--- src/rtl/csi_cfg_pkg.sv ---
// Shared types and constants for the CSI TX register-block configuration master.
package csi_cfg_pkg;

  typedef enum logic [1:0] {
    OP_WRITE = 2'b00,
    OP_READ  = 2'b01,
    OP_POLL  = 2'b10,
    OP_RSVD  = 2'b11
  } op_e;

  typedef enum logic [1:0] {
    ST_OK      = 2'b00,
    ST_SLVERR  = 2'b01,
    ST_TIMEOUT = 2'b10,
    ST_WDOG    = 2'b11
  } status_e;

  typedef enum logic [2:0] {
    S_IDLE = 3'd0,
    S_WR   = 3'd1,
    S_RD   = 3'd2,
    S_PGAP = 3'd3,
    S_RSP  = 3'd4
  } state_e;

  // Byte offsets of the CSI TX register block
  localparam logic [7:0] REG_CR  = 8'h00;
  localparam logic [7:0] REG_ISR = 8'h04;
  localparam logic [7:0] REG_IER = 8'h08;
  localparam logic [7:0] REG_TR1 = 8'h0C;
  localparam logic [7:0] REG_TR2 = 8'h10;

endpackage

--- src/rtl/csi_cfg_master.sv ---
// Avalon-MM initiator executing WRITE/READ/POLL commands against the CSI TX register block.
// Optional build macro CFG_WDOG_EN adds a waitrequest watchdog (WDOG_CYCLES).
module csi_cfg_master
  import csi_cfg_pkg::*;
#(
  parameter int ADDR_WIDTH  = 5,
  parameter int DATA_WIDTH  = 32,
  parameter int POLL_CNT_W  = 16,
  parameter int POLL_GAP    = 4,
  parameter int WDOG_CYCLES = 255
) (
  input  logic                  clk,
  input  logic                  rst_n,
  input  logic                  cmd_valid,
  output logic                  cmd_ready,
  input  logic [1:0]            cmd_op,
  input  logic [ADDR_WIDTH-1:0] cmd_addr,
  input  logic [DATA_WIDTH-1:0] cmd_data,
  input  logic [DATA_WIDTH-1:0] cmd_mask,
  input  logic [3:0]            cmd_byteenable,
  input  logic [POLL_CNT_W-1:0] poll_limit,
  output logic                  rsp_valid,
  input  logic                  rsp_ready,
  output logic [DATA_WIDTH-1:0] rsp_data,
  output logic [1:0]            rsp_status,
  output logic                  busy,
  output logic [ADDR_WIDTH-1:0] avl_mm_addr,
  output logic                  avl_mm_read,
  input  logic [DATA_WIDTH-1:0] avl_mm_readdata,
  input  logic [1:0]            avl_mm_response,
  output logic                  avl_mm_write,
  output logic [DATA_WIDTH-1:0] avl_mm_writedata,
  output logic [3:0]            avl_mm_byteenable,
  input  logic                  avl_mm_waitrequest
);

  localparam int GAP_W = (POLL_GAP > 1) ? $clog2(POLL_GAP) : 1;
  localparam logic [GAP_W-1:0] GAP_LAST = GAP_W'(POLL_GAP - 1);

  if (POLL_GAP < 1 || WDOG_CYCLES < 1) begin : g_bad_param
    $error("csi_cfg_master: POLL_GAP and WDOG_CYCLES must be >= 1");
  end

  state_e                state_q, state_d;
  op_e                   op_q, op_d;
  status_e               status_q, status_d;
  logic [ADDR_WIDTH-1:0] addr_q, addr_d;
  logic [DATA_WIDTH-1:0] data_q, data_d;
  logic [DATA_WIDTH-1:0] mask_q, mask_d;
  logic [3:0]            be_q, be_d;
  logic [POLL_CNT_W-1:0] limit_q, limit_d;
  logic [POLL_CNT_W-1:0] poll_cnt_q, poll_cnt_d;
  logic [DATA_WIDTH-1:0] rsp_data_q, rsp_data_d;
  logic [GAP_W-1:0]      gap_cnt_q, gap_cnt_d;

`ifdef CFG_WDOG_EN
  localparam int WDOG_W = $clog2(WDOG_CYCLES + 1);
  localparam logic [WDOG_W-1:0] WDOG_LAST = WDOG_W'(WDOG_CYCLES - 1);
  logic [WDOG_W-1:0] wdog_cnt_q, wdog_cnt_d;
`endif

  always_comb begin
    state_d    = state_q;
    op_d       = op_q;
    status_d   = status_q;
    addr_d     = addr_q;
    data_d     = data_q;
    mask_d     = mask_q;
    be_d       = be_q;
    limit_d    = limit_q;
    poll_cnt_d = poll_cnt_q;
    rsp_data_d = rsp_data_q;
    gap_cnt_d  = gap_cnt_q;

    case (state_q)
      S_IDLE: begin
        if (cmd_valid) begin
          op_d       = op_e'(cmd_op);
          addr_d     = cmd_addr;
          data_d     = cmd_data;
          mask_d     = cmd_mask;
          be_d       = cmd_byteenable;
          limit_d    = poll_limit;
          poll_cnt_d = '0;
          rsp_data_d = '0;
          status_d   = ST_OK;
          state_d    = (op_e'(cmd_op) == OP_WRITE) ? S_WR : S_RD;
        end
      end
      S_WR: begin
        if (!avl_mm_waitrequest) begin
          status_d = (avl_mm_response != 2'b00) ? ST_SLVERR : ST_OK;
          state_d  = S_RSP;
        end
      end
      S_RD: begin
        if (!avl_mm_waitrequest) begin
          rsp_data_d = avl_mm_readdata;
          if (avl_mm_response != 2'b00) begin
            status_d = ST_SLVERR;
            state_d  = S_RSP;
          end else if (op_q != OP_POLL) begin
            status_d = ST_OK;
            state_d  = S_RSP;
          end else begin
            poll_cnt_d = (poll_cnt_q == '1) ? poll_cnt_q : poll_cnt_q + POLL_CNT_W'(1);
            if ((avl_mm_readdata & mask_q) == (data_q & mask_q)) begin
              status_d = ST_OK;
              state_d  = S_RSP;
            end else if (limit_q != '0 && poll_cnt_d == limit_q) begin
              status_d = ST_TIMEOUT;
              state_d  = S_RSP;
            end else begin
              gap_cnt_d = '0;
              state_d   = S_PGAP;
            end
          end
        end
      end
      S_PGAP: begin
        if (gap_cnt_q == GAP_LAST) begin
          state_d = S_RD;
        end else begin
          gap_cnt_d = gap_cnt_q + GAP_W'(1);
        end
      end
      S_RSP: begin
        if (rsp_ready) begin
          state_d = S_IDLE;
        end
      end
      default: state_d = S_IDLE;
    endcase

`ifdef CFG_WDOG_EN
    // Consecutive stall cycles only; any completed beat or state change restarts the count.
    wdog_cnt_d = '0;
    if ((state_q == S_WR || state_q == S_RD) && avl_mm_waitrequest) begin
      if (wdog_cnt_q == WDOG_LAST) begin
        status_d = ST_WDOG;
        state_d  = S_RSP;
      end else begin
        wdog_cnt_d = wdog_cnt_q + WDOG_W'(1);
      end
    end
`endif
  end

  always_ff @(posedge clk or negedge rst_n) begin
    if (!rst_n) begin
      state_q    <= S_IDLE;
      op_q       <= OP_WRITE;
      status_q   <= ST_OK;
      addr_q     <= '0;
      data_q     <= '0;
      mask_q     <= '0;
      be_q       <= '0;
      limit_q    <= '0;
      poll_cnt_q <= '0;
      rsp_data_q <= '0;
      gap_cnt_q  <= '0;
    end else begin
      state_q    <= state_d;
      op_q       <= op_d;
      status_q   <= status_d;
      addr_q     <= addr_d;
      data_q     <= data_d;
      mask_q     <= mask_d;
      be_q       <= be_d;
      limit_q    <= limit_d;
      poll_cnt_q <= poll_cnt_d;
      rsp_data_q <= rsp_data_d;
      gap_cnt_q  <= gap_cnt_d;
    end
  end

`ifdef CFG_WDOG_EN
  always_ff @(posedge clk or negedge rst_n) begin
    if (!rst_n) begin
      wdog_cnt_q <= '0;
    end else begin
      wdog_cnt_q <= wdog_cnt_d;
    end
  end
`endif

  // Requests decode straight from the state register so reset removes them immediately.
  always_comb begin
    cmd_ready         = (state_q == S_IDLE);
    busy              = (state_q != S_IDLE);
    rsp_valid         = (state_q == S_RSP);
    rsp_data          = rsp_data_q;
    rsp_status        = status_q;
    avl_mm_addr       = addr_q;
    avl_mm_write      = (state_q == S_WR);
    avl_mm_read       = (state_q == S_RD);
    avl_mm_writedata  = (state_q == S_WR) ? data_q : '0;
    avl_mm_byteenable = 4'h0;
    if (state_q == S_WR) begin
      avl_mm_byteenable = be_q;
    end else if (state_q == S_RD) begin
      avl_mm_byteenable = 4'hF;
    end
  end

endmodule

--- config.mk ---
export PLATFORM = sky130hd
export DESIGN_NAME = csi_cfg_master
export DESIGN_NICKNAME = d
export VERILOG_FILES = /design/src/rtl/csi_cfg_pkg.sv /design/src/rtl/csi_cfg_master.sv
export SDC_FILE = /design/constraint.sdc
export NUM_CORES = 1
export LEC_CHECK = 0
export ABC_AREA = 1
export CORE_MARGIN = 3
export CORE_UTILIZATION = 35
export DETAILED_ROUTE_END_ITERATION = 8
export PLACE_DENSITY = 0.67
export SLEW_MARGIN = 20
export SYNTH_ARGS = -nofsm -noshare
export SYNTH_HDL_FRONTEND = slang
export SYNTH_SLANG_ARGS = --single-unit
--- constraint.sdc ---
create_clock -name clk -period 3.6 [get_ports clk]
set_input_delay 0.36 -clock clk [delete_from_list [all_inputs] [get_ports clk]]
set_output_delay 0.36 -clock clk [all_outputs]
set_load 0.02 [all_outputs]
==> results of run 1 <==
-- layout make-up --
class | count | area share, %
Inverter | 96 | 3.54
Timing Repair Buffer | 218 | 21.3
Multi-Input combinational cell | 622 | 30.6
Tap cell | 270 | 3.30
Sequential cell | 146 | 35.6
Clock buffer | 17 | 4.15
Clock inverter | 15 | 1.44
-- cells in the mapped netlist, types with 7 or more instances --
library cell,instances,area (um2)
o21ai_0,65,325
clkbuf_1,25,93.8
a21oi_1,71,355
o21ai_1,9,45.0
inv_1,93,349
nor3_1,7,35.0
o22ai_1,7,43.8
nand4_1,11,68.8
nor2_1,133,499
nand3_1,44,220
nand2_2,8,50.1
dfrtp_1,146,3650
nand2_1,190,713
mux2_2,37,417
-- per-layer routing --
metal / vias to the layer above / track usage [%] / wire length, um
li1: 3323 / - / -
met1: 3036 / 24.7 / 9210
met2: 179 / 30.8 / 10000
met3: 21 / 5.87 / 1420
met4: 0 / 5.86 / 344
met5: - / 0 / 0
-- path summary, 6_finish.rpt --
check	startpoint	slack [ns]	cells past startpoint	endpoint
max in group asynchronous	rst_n	2.79	2	mask_q[0]$_DFFE_PN0P_
min	rst_n	-0.04	1	be_q[1]$_DFFE_PN0P_
min in group clk	rsp_data[28]$_DFFE_PN0P_	0.48	2	rsp_data[28]$_DFFE_PN0P_
min reg2reg	rsp_data[28]$_DFFE_PN0P_	0.48	2	rsp_data[28]$_DFFE_PN0P_
max	state_q[2]$_DFFE_PN0P_	0.74	5	avl_mm_read
max reg2reg	state_q[2]$_DFFE_PN0P_	1.14	8	rsp_data[23]$_DFFE_PN0P_
-- report_power, final --
group / total (mW) / switching [mW] / internal (mW)
logic: 3.82 / 2.24 / 1.58
clock network: 1.75 / 0.779 / 0.970
registers: 2.79 / 0.431 / 2.36
total: 8.37 / 3.45 / 4.91
-- kinds of logic after synthesis --
group	synth area share (%)
and+or+nand+nor	24.2
AOI/OAI and AO/OA	11.8
DFF	50.2
buffers and inverters	7.08
muxes	5.72
xor gates and xnor gates	0.722
adders and majority gates	0.344
-- flip-flops by register name (all words and copies together), names as in the netlist --
signal,cells
mask_q,32
data_q,32
rsp_data,32
limit_q,16
gap_cnt_q,2
be_q,4
avl_mm_addr,5
op_q,2
state_q,3
poll_cnt_q,16
rsp_status,2
==> summary.txt, run 1 <==
Starting Density: 35.8%
crit path cell chain: nor2_1 > inv_1 > nor2_4 > buf_4 > clkdlybuf4s50_1
status: complete, but fails checks
DP Area: 9680 um2
drt total wl: 21000 um
Layout Cells excl Fill: 1384
Synth Register Bits: 146
total power: 8.37 mW
Ports: 210
Tightest Pin Transition: 0.791 ns
share of cells above drive strength 1: 9.34%
Setup crit end kind: output pin
Routed Antenna Nets: 0
Buf/Inv on CP: 3
max cap viols: 0
final setup margin: 0.741 ns
CTS Sinks: 146
Crit path arrival time: 2.50 ns
core area: 20400 um2
placed insts: 1352
area of the mapped netlist: 7280 um2
vias per cell: 4.74
hpwl dp: 15400 um
Setup-failing EPs final: 0
violated checks: negative hold slack
ANT cells: 0
CP peak stage delay: 0.73 ns
Seq/Total Area, Yosys: 50.2%
most common cell after layout, fill and taps aside: clkdlybuf4s50_1
FF/Latch Area: 3650 um2
setup bufs post-CTS: 0
Max Slew Vio Count: 0
worst setup path class: reg -> out
VDD IR-drop max: 0.366 mV
initial detailed-routing violation count: 343
PwrDens: 816 nW/um2
Area Overhead vs Synth: 40.7%
Mean Syn Cell Area: 8.10 um2
post-layout util: 50.3%
first-pass GRT wire length: 33700 um
drt wl/cell: 15.2 um
maximum clock rate: 350 MHz
CTS tree: built
Critical Path Fanout Max: 50
TritonRoute pass-1 iters: 5
die area: 22600 um2
Synthesized Nets: 1031
Synth Flop Type: dfrtp_1
worst slack at placement: 1.10 ns
Residual DRC: 0
async set-or-reset flop fraction in the synthesized netlist: 100%
clock skew: 0.0142 ns
Max Buffers Root-to-Sink: 2
CP Launch Type: flop
max_slew headroom: 47.3%
Worst Hold Class: in -> async
Die Width: 150 um
vias in the first global route: 6404
Syn Inst Count: 899
fin area: 10300 um2
root buf cell: clkbuf_16
post-synth cell types: 39
area of the multi-input gates: 3140 um2
Yosys Warn Count: 0
Clock transition at path regs: 0.07 ns
Fill cells: 1984
Worst Path Required: 3.24 ns
clk_lat worst skew: 0.43 ns
most frequent cells in the layout: 208 x clkdlybuf4s50_1, 189 x nand2_1, 146 x dfrtp_1
CTS Buf Count: 17
CTS hold repair buffers: 0
initial antenna violation count: 0
nets: 1233
Setup TNS: 0 ns
Crit path max-delay family: buffers and inverters
num rows: 52
DIE HEIGHT: 150 um
static leakage: 4.67 nW
min Tclk post-route: 2.86 ns
worst hold margin: -0.0362 ns
CTS H-tree lvls: 4
routability congestion estimate from global placement: 0.899
number of synthesized flops with an enable pin: 0
port bufs: 209
Via Count: 6559
final hold viol count: 9
RSZ-0062 raised after global routing: false
GRT overflow: 0
global-route usage over all layers: 19.1%
period utilization: 79.4%
CTS resizes: 0
slowest CP cell: clkdlybuf4s50_1
largest net degree at the start of global routing: 82
No activity file was read; power rests on OpenSTA's default activity.
==> inputs of run 2 (changes only) <==
==> constraint.sdc (replaced) <==
create_clock -name clk -period 2.7 [get_ports clk]
set_input_delay 0.27 -clock clk [delete_from_list [all_inputs] [get_ports clk]]
set_output_delay 0.27 -clock clk [all_outputs]
set_load 0.02 [all_outputs]
==> summary.txt, run 2 (same netlist as run 1, synthesis figures left out) <==
status: complete, no violations
VDD IR-drop max: 0.527 mV
max_slew headroom: 54.9%
vias in the first global route: 6613
worst setup path class: reg -> out
worst slack at placement: 0.221 ns
ANT cells: 0
clock skew: 0.0135 ns
area of the multi-input gates: 3150 um2
DIE HEIGHT: 150 um
Setup-failing EPs final: 0
min Tclk post-route: 2.56 ns
Die Width: 150 um
Via Count: 6629
routability congestion estimate from global placement: 0.887
worst hold margin: 0.373 ns
Starting Density: 35.8%
Routed Antenna Nets: 0
total power: 11.3 mW
period utilization: 94.7%
final setup margin: 0.144 ns
crit path cell chain: nor3_2 > clkinv_1 > buf_4 > nor2_1 > clkdlybuf4s50_1
Crit path arrival time: 2.29 ns
Worst Hold Class: in -> async
CTS H-tree lvls: 4
CTS tree: built
GRT overflow: 0
Worst Path Required: 2.43 ns
hpwl dp: 15500 um
root buf cell: clkbuf_16
setup bufs post-CTS: 0
global-route usage over all layers: 19.1%
num rows: 52
Fill cells: 1949
Critical Path Fanout Max: 29
static leakage: 5.12 nW
die area: 22600 um2
CP peak stage delay: 0.64 ns
most common cell after layout, fill and taps aside: nand2_1
Max Slew Vio Count: 0
most frequent cells in the layout: 189 x nand2_1, 187 x clkdlybuf4s50_1, 146 x dfrtp_1
clk_lat worst skew: 0.43 ns
Ports: 210
CTS Sinks: 146
first-pass GRT wire length: 33700 um
CP Launch Type: flop
Setup crit end kind: output pin
initial detailed-routing violation count: 303
Area Overhead vs Synth: 43.1%
maximum clock rate: 391 MHz
drt total wl: 21000 um
final hold viol count: 0
share of cells above drive strength 1: 9.98%
Tightest Pin Transition: 0.675 ns
TritonRoute pass-1 iters: 5
port bufs: 209
Setup TNS: 0 ns
largest net degree at the start of global routing: 65
Max Buffers Root-to-Sink: 2
Layout Cells excl Fill: 1392
placed insts: 1359
initial antenna violation count: 0
core area: 20400 um2
RSZ-0062 raised after global routing: false
drt wl/cell: 15.1 um
FF/Latch Area: 3650 um2
slowest CP cell: clkdlybuf4s50_1
vias per cell: 4.76
CTS Buf Count: 17
nets: 1241
max cap viols: 0
PwrDens: 1090 nW/um2
Clock transition at path regs: 0.07 ns
Residual DRC: 0
-- run 2: layout make-up --
class                      instances  area share, %
inverter                          96           3.52
multi-input combinational        622           30.2
sequential                       146           35.1
tap                              270           3.24
clock buffer                      17           4.08
clock inverter                    15           1.71
timing repair buffer             226           22.2
-- run 2: repair_timing --
| item | in CTS | in global routing |
|---|---|---|
| resized for setup | 0 | 22 |
| hold buffers | 1 | 0 |
| endpoints found under the setup margin | 0 | 24 |
| hold endpoints to repair | 58 | 0 |
-- run 2: final timing paths --
check | from | end | slack, ns | cells after the start
min in group clk | cmd_data[17] | data_q[17]$_DFFE_PN0P_ | 0.41 | 3
worst min-delay path | rst_n | be_q[1]$_DFFE_PN0P_ | 0.37 | 2
max in group asynchronous | rst_n | data_q[16]$_DFFE_PN0P_ | 1.47 | 3
worst min register to register | op_q[0]$_DFFE_PN0P_ | op_q[0]$_DFFE_PN0P_ | 0.48 | 2
worst max register to register | poll_cnt_q[0]$_DFFE_PN0P_ | rsp_status[0]$_DFFE_PN0P_ | 0.27 | 17
worst max-delay path | state_q[1]$_DFFE_PN0P_ | avl_mm_writedata[5] | 0.14 | 5
-- run 2: stage by stage --
step,cell area [um2],utilization [%]
finish,10400,51.2
global route,10400,51.2
CTS,10400,50.9
detailed placement,9740,47.8
global placement,9740,47.8
floorplan,7280,-
-- run 2: worst max-delay path, delay by kind of cell (launching register included) --
| family | cells | cell delay [ns] |
|---|---|---|
| simple gates | 2 | 0.39 |
| buf+inv | 3 | 1.03 |
| flops | 1 | 0.43 |
-- run 2: power by group --
group / total [mW] / switching (mW) / internal, mW
combinational: 5.17 / 3.02 / 2.15
sequential: 3.71 / 0.563 / 3.15
clock: 2.43 / 1.09 / 1.34
-- run 2: layer usage --
layer  share of wire, %  vias to the layer above  track usage [%]
met4                3.6                        0             8.01
met5                  0                        -                0
met2                 48                      179             31.1
met1                 42                     3069             23.7
met3                6.3                       41             5.57
li1                   -                     3340                -
==> inputs of run 3 (changes only) <==
--- a/config.mk
+++ b/config.mk
@@ -10,6 +10,7 @@
 export CORE_UTILIZATION = 35
 export DETAILED_ROUTE_END_ITERATION = 8
 export PLACE_DENSITY = 0.67
+export SETUP_SLACK_MARGIN = 0.15
 export SLEW_MARGIN = 20
 export SYNTH_ARGS = -nofsm -noshare
 export SYNTH_HDL_FRONTEND = slang
==> summary.txt, run 3 (same netlist as run 1, synthesis figures left out) <==
Fill cells: 1964
VDD IR-drop max: 0.521 mV
Setup crit end kind: output pin
min Tclk post-route: 2.48 ns
max_slew headroom: 54.5%
TritonRoute pass-1 iters: 4
CTS tree: built
nets: 1243
initial antenna violation count: 0
Clock transition at path regs: 0.07 ns
most frequent cells in the layout: 189 x nand2_1, 172 x clkdlybuf4s50_1, 145 x dfrtp_1
static leakage: 5.14 nW
CP Launch Type: flop
DIE HEIGHT: 150 um
global-route usage over all layers: 19.1%
Ports: 210
status: complete, no violations
Routed Antenna Nets: 0
clk_lat worst skew: 0.43 ns
largest net degree at the start of global routing: 65
initial detailed-routing violation count: 316
share of cells above drive strength 1: 10.3%
Residual DRC: 0
core area: 20400 um2
worst hold margin: 0.372 ns
Max Buffers Root-to-Sink: 2
Die Width: 150 um
max cap viols: 0
Sw Pwr: 4.68 mW
Via Count: 6638
die area: 22600 um2
Area Overhead vs Synth: 42.9%
hpwl dp: 15500 um
PwrDens: 1080 nW/um2
Setup-failing EPs final: 0
CTS Sinks: 146
Worst Path Required: 2.43 ns
sequential share of power: 32.9%
num rows: 52
Tightest Pin Transition: 0.682 ns
clock skew: 0.0133 ns
vias per cell: 4.76
period utilization: 92.0%
root buf cell: clkbuf_16
port bufs: 209
Max Slew Vio Count: 0
GRT overflow: 0
Crit path arrival time: 2.21 ns
ANT cells: 0
worst setup path class: reg -> out
RSZ-0062 raised after global routing: true
CTS H-tree lvls: 4
Comb power frac: 45.6%
final hold viol count: 0
CTS Buf Count: 17
Worst Hold Class: in -> async
drt total wl: 21100 um
drt wl/cell: 15.1 um
clock power share: 21.5%
Critical Path Fanout Max: 5
routability congestion estimate from global placement: 0.887
Setup TNS: 0 ns
maximum clock rate: 403 MHz
most common cell after layout, fill and taps aside: nand2_1
internal power: 6.61 mW
vias in the first global route: 6604
Starting Density: 35.8%
sw frac: 41.4%
first-pass GRT wire length: 33700 um
-- run 3: area by class of cell --
class	instances	area, um2	share of cell area (%)
clock buffer	17	425	4.09
clock inverter	15	178	1.71
inverter	96	369	3.55
multi-input combinational	622	3150	30.2
sequential	146	3650	35.1
tap	270	338	3.24
timing repair buffer	228	2300	22.1
-- run 3: per-stage QoR --
stage                     cells  setup WS [ns]  power (mW)  cell area (um2)  utilization, %
after global routing       1394         0.0712        12.1            10400            51.1
final                      1394          0.217        11.3            10400            51.1
after CTS                  1392          0.150        11.4            10300            50.7
after floorplan             899          0.564        6.73             7280               -
after global placement     1359          0.320        8.88             9740            47.8
after detailed placement   1359          0.221        8.96             9740            47.8
-- run 3: layer usage --
layer | GRT usage [%] | share of wire, %
met4 | 8.01 | 3.5
met3 | 5.57 | 7.2
met5 | 0 | 0
met2 | 31.1 | 48
met1 | 23.7 | 42
-- run 3: worst paths after layout --
kind                                           startpoint                   endpoint  slack (ns)  cells after the start
max in group asynchronous                           rst_n   rsp_data[20]$_DFFE_PN0P_        1.48                      3
worst max register to register  poll_cnt_q[0]$_DFFE_PN0P_  rsp_status[0]$_DFFE_PN0P_        0.41                     13
worst min register to register        op_q[0]$_DFFE_PN0P_        op_q[0]$_DFFE_PN0P_        0.48                      2
min in group clk                             cmd_data[17]     data_q[17]$_DFFE_PN0P_        0.41                      3
worst min-delay path                                rst_n        be_q[1]$_DFFE_PN0P_        0.37                      2
worst max-delay path               state_q[0]$_DFFE_PN0P_       avl_mm_byteenable[1]        0.22                      6
-- run 3: critical path, cell delays in order, from the launching register on --
cell and delay (ns):
dfrtp_1 0.41, nor2_1 0.17, inv_1 0.12, nor2_4 0.20
clkinvlp_4 0.17, nand2_1 0.10, clkdlybuf4s50_1 0.62
-- run 3: repair_timing --
action,4_1_cts,5_1_grt
endpoints found under the hold margin,58,0
pin swaps,0,1
hold buffers,1,0
resized for setup,18,22
endpoints found under the setup margin,18,26
buffers inserted,0,2
-- run 3: power by group through the flow --
stage	clock network [mW]	registers (mW)	logic [mW]
finish	2.43	3.71	5.14
global route	2.59	3.84	5.70
CTS	2.49	3.71	5.19
detailed placement	0	3.75	5.21
global placement	0	3.73	5.15
floorplan	0	3.96	2.77
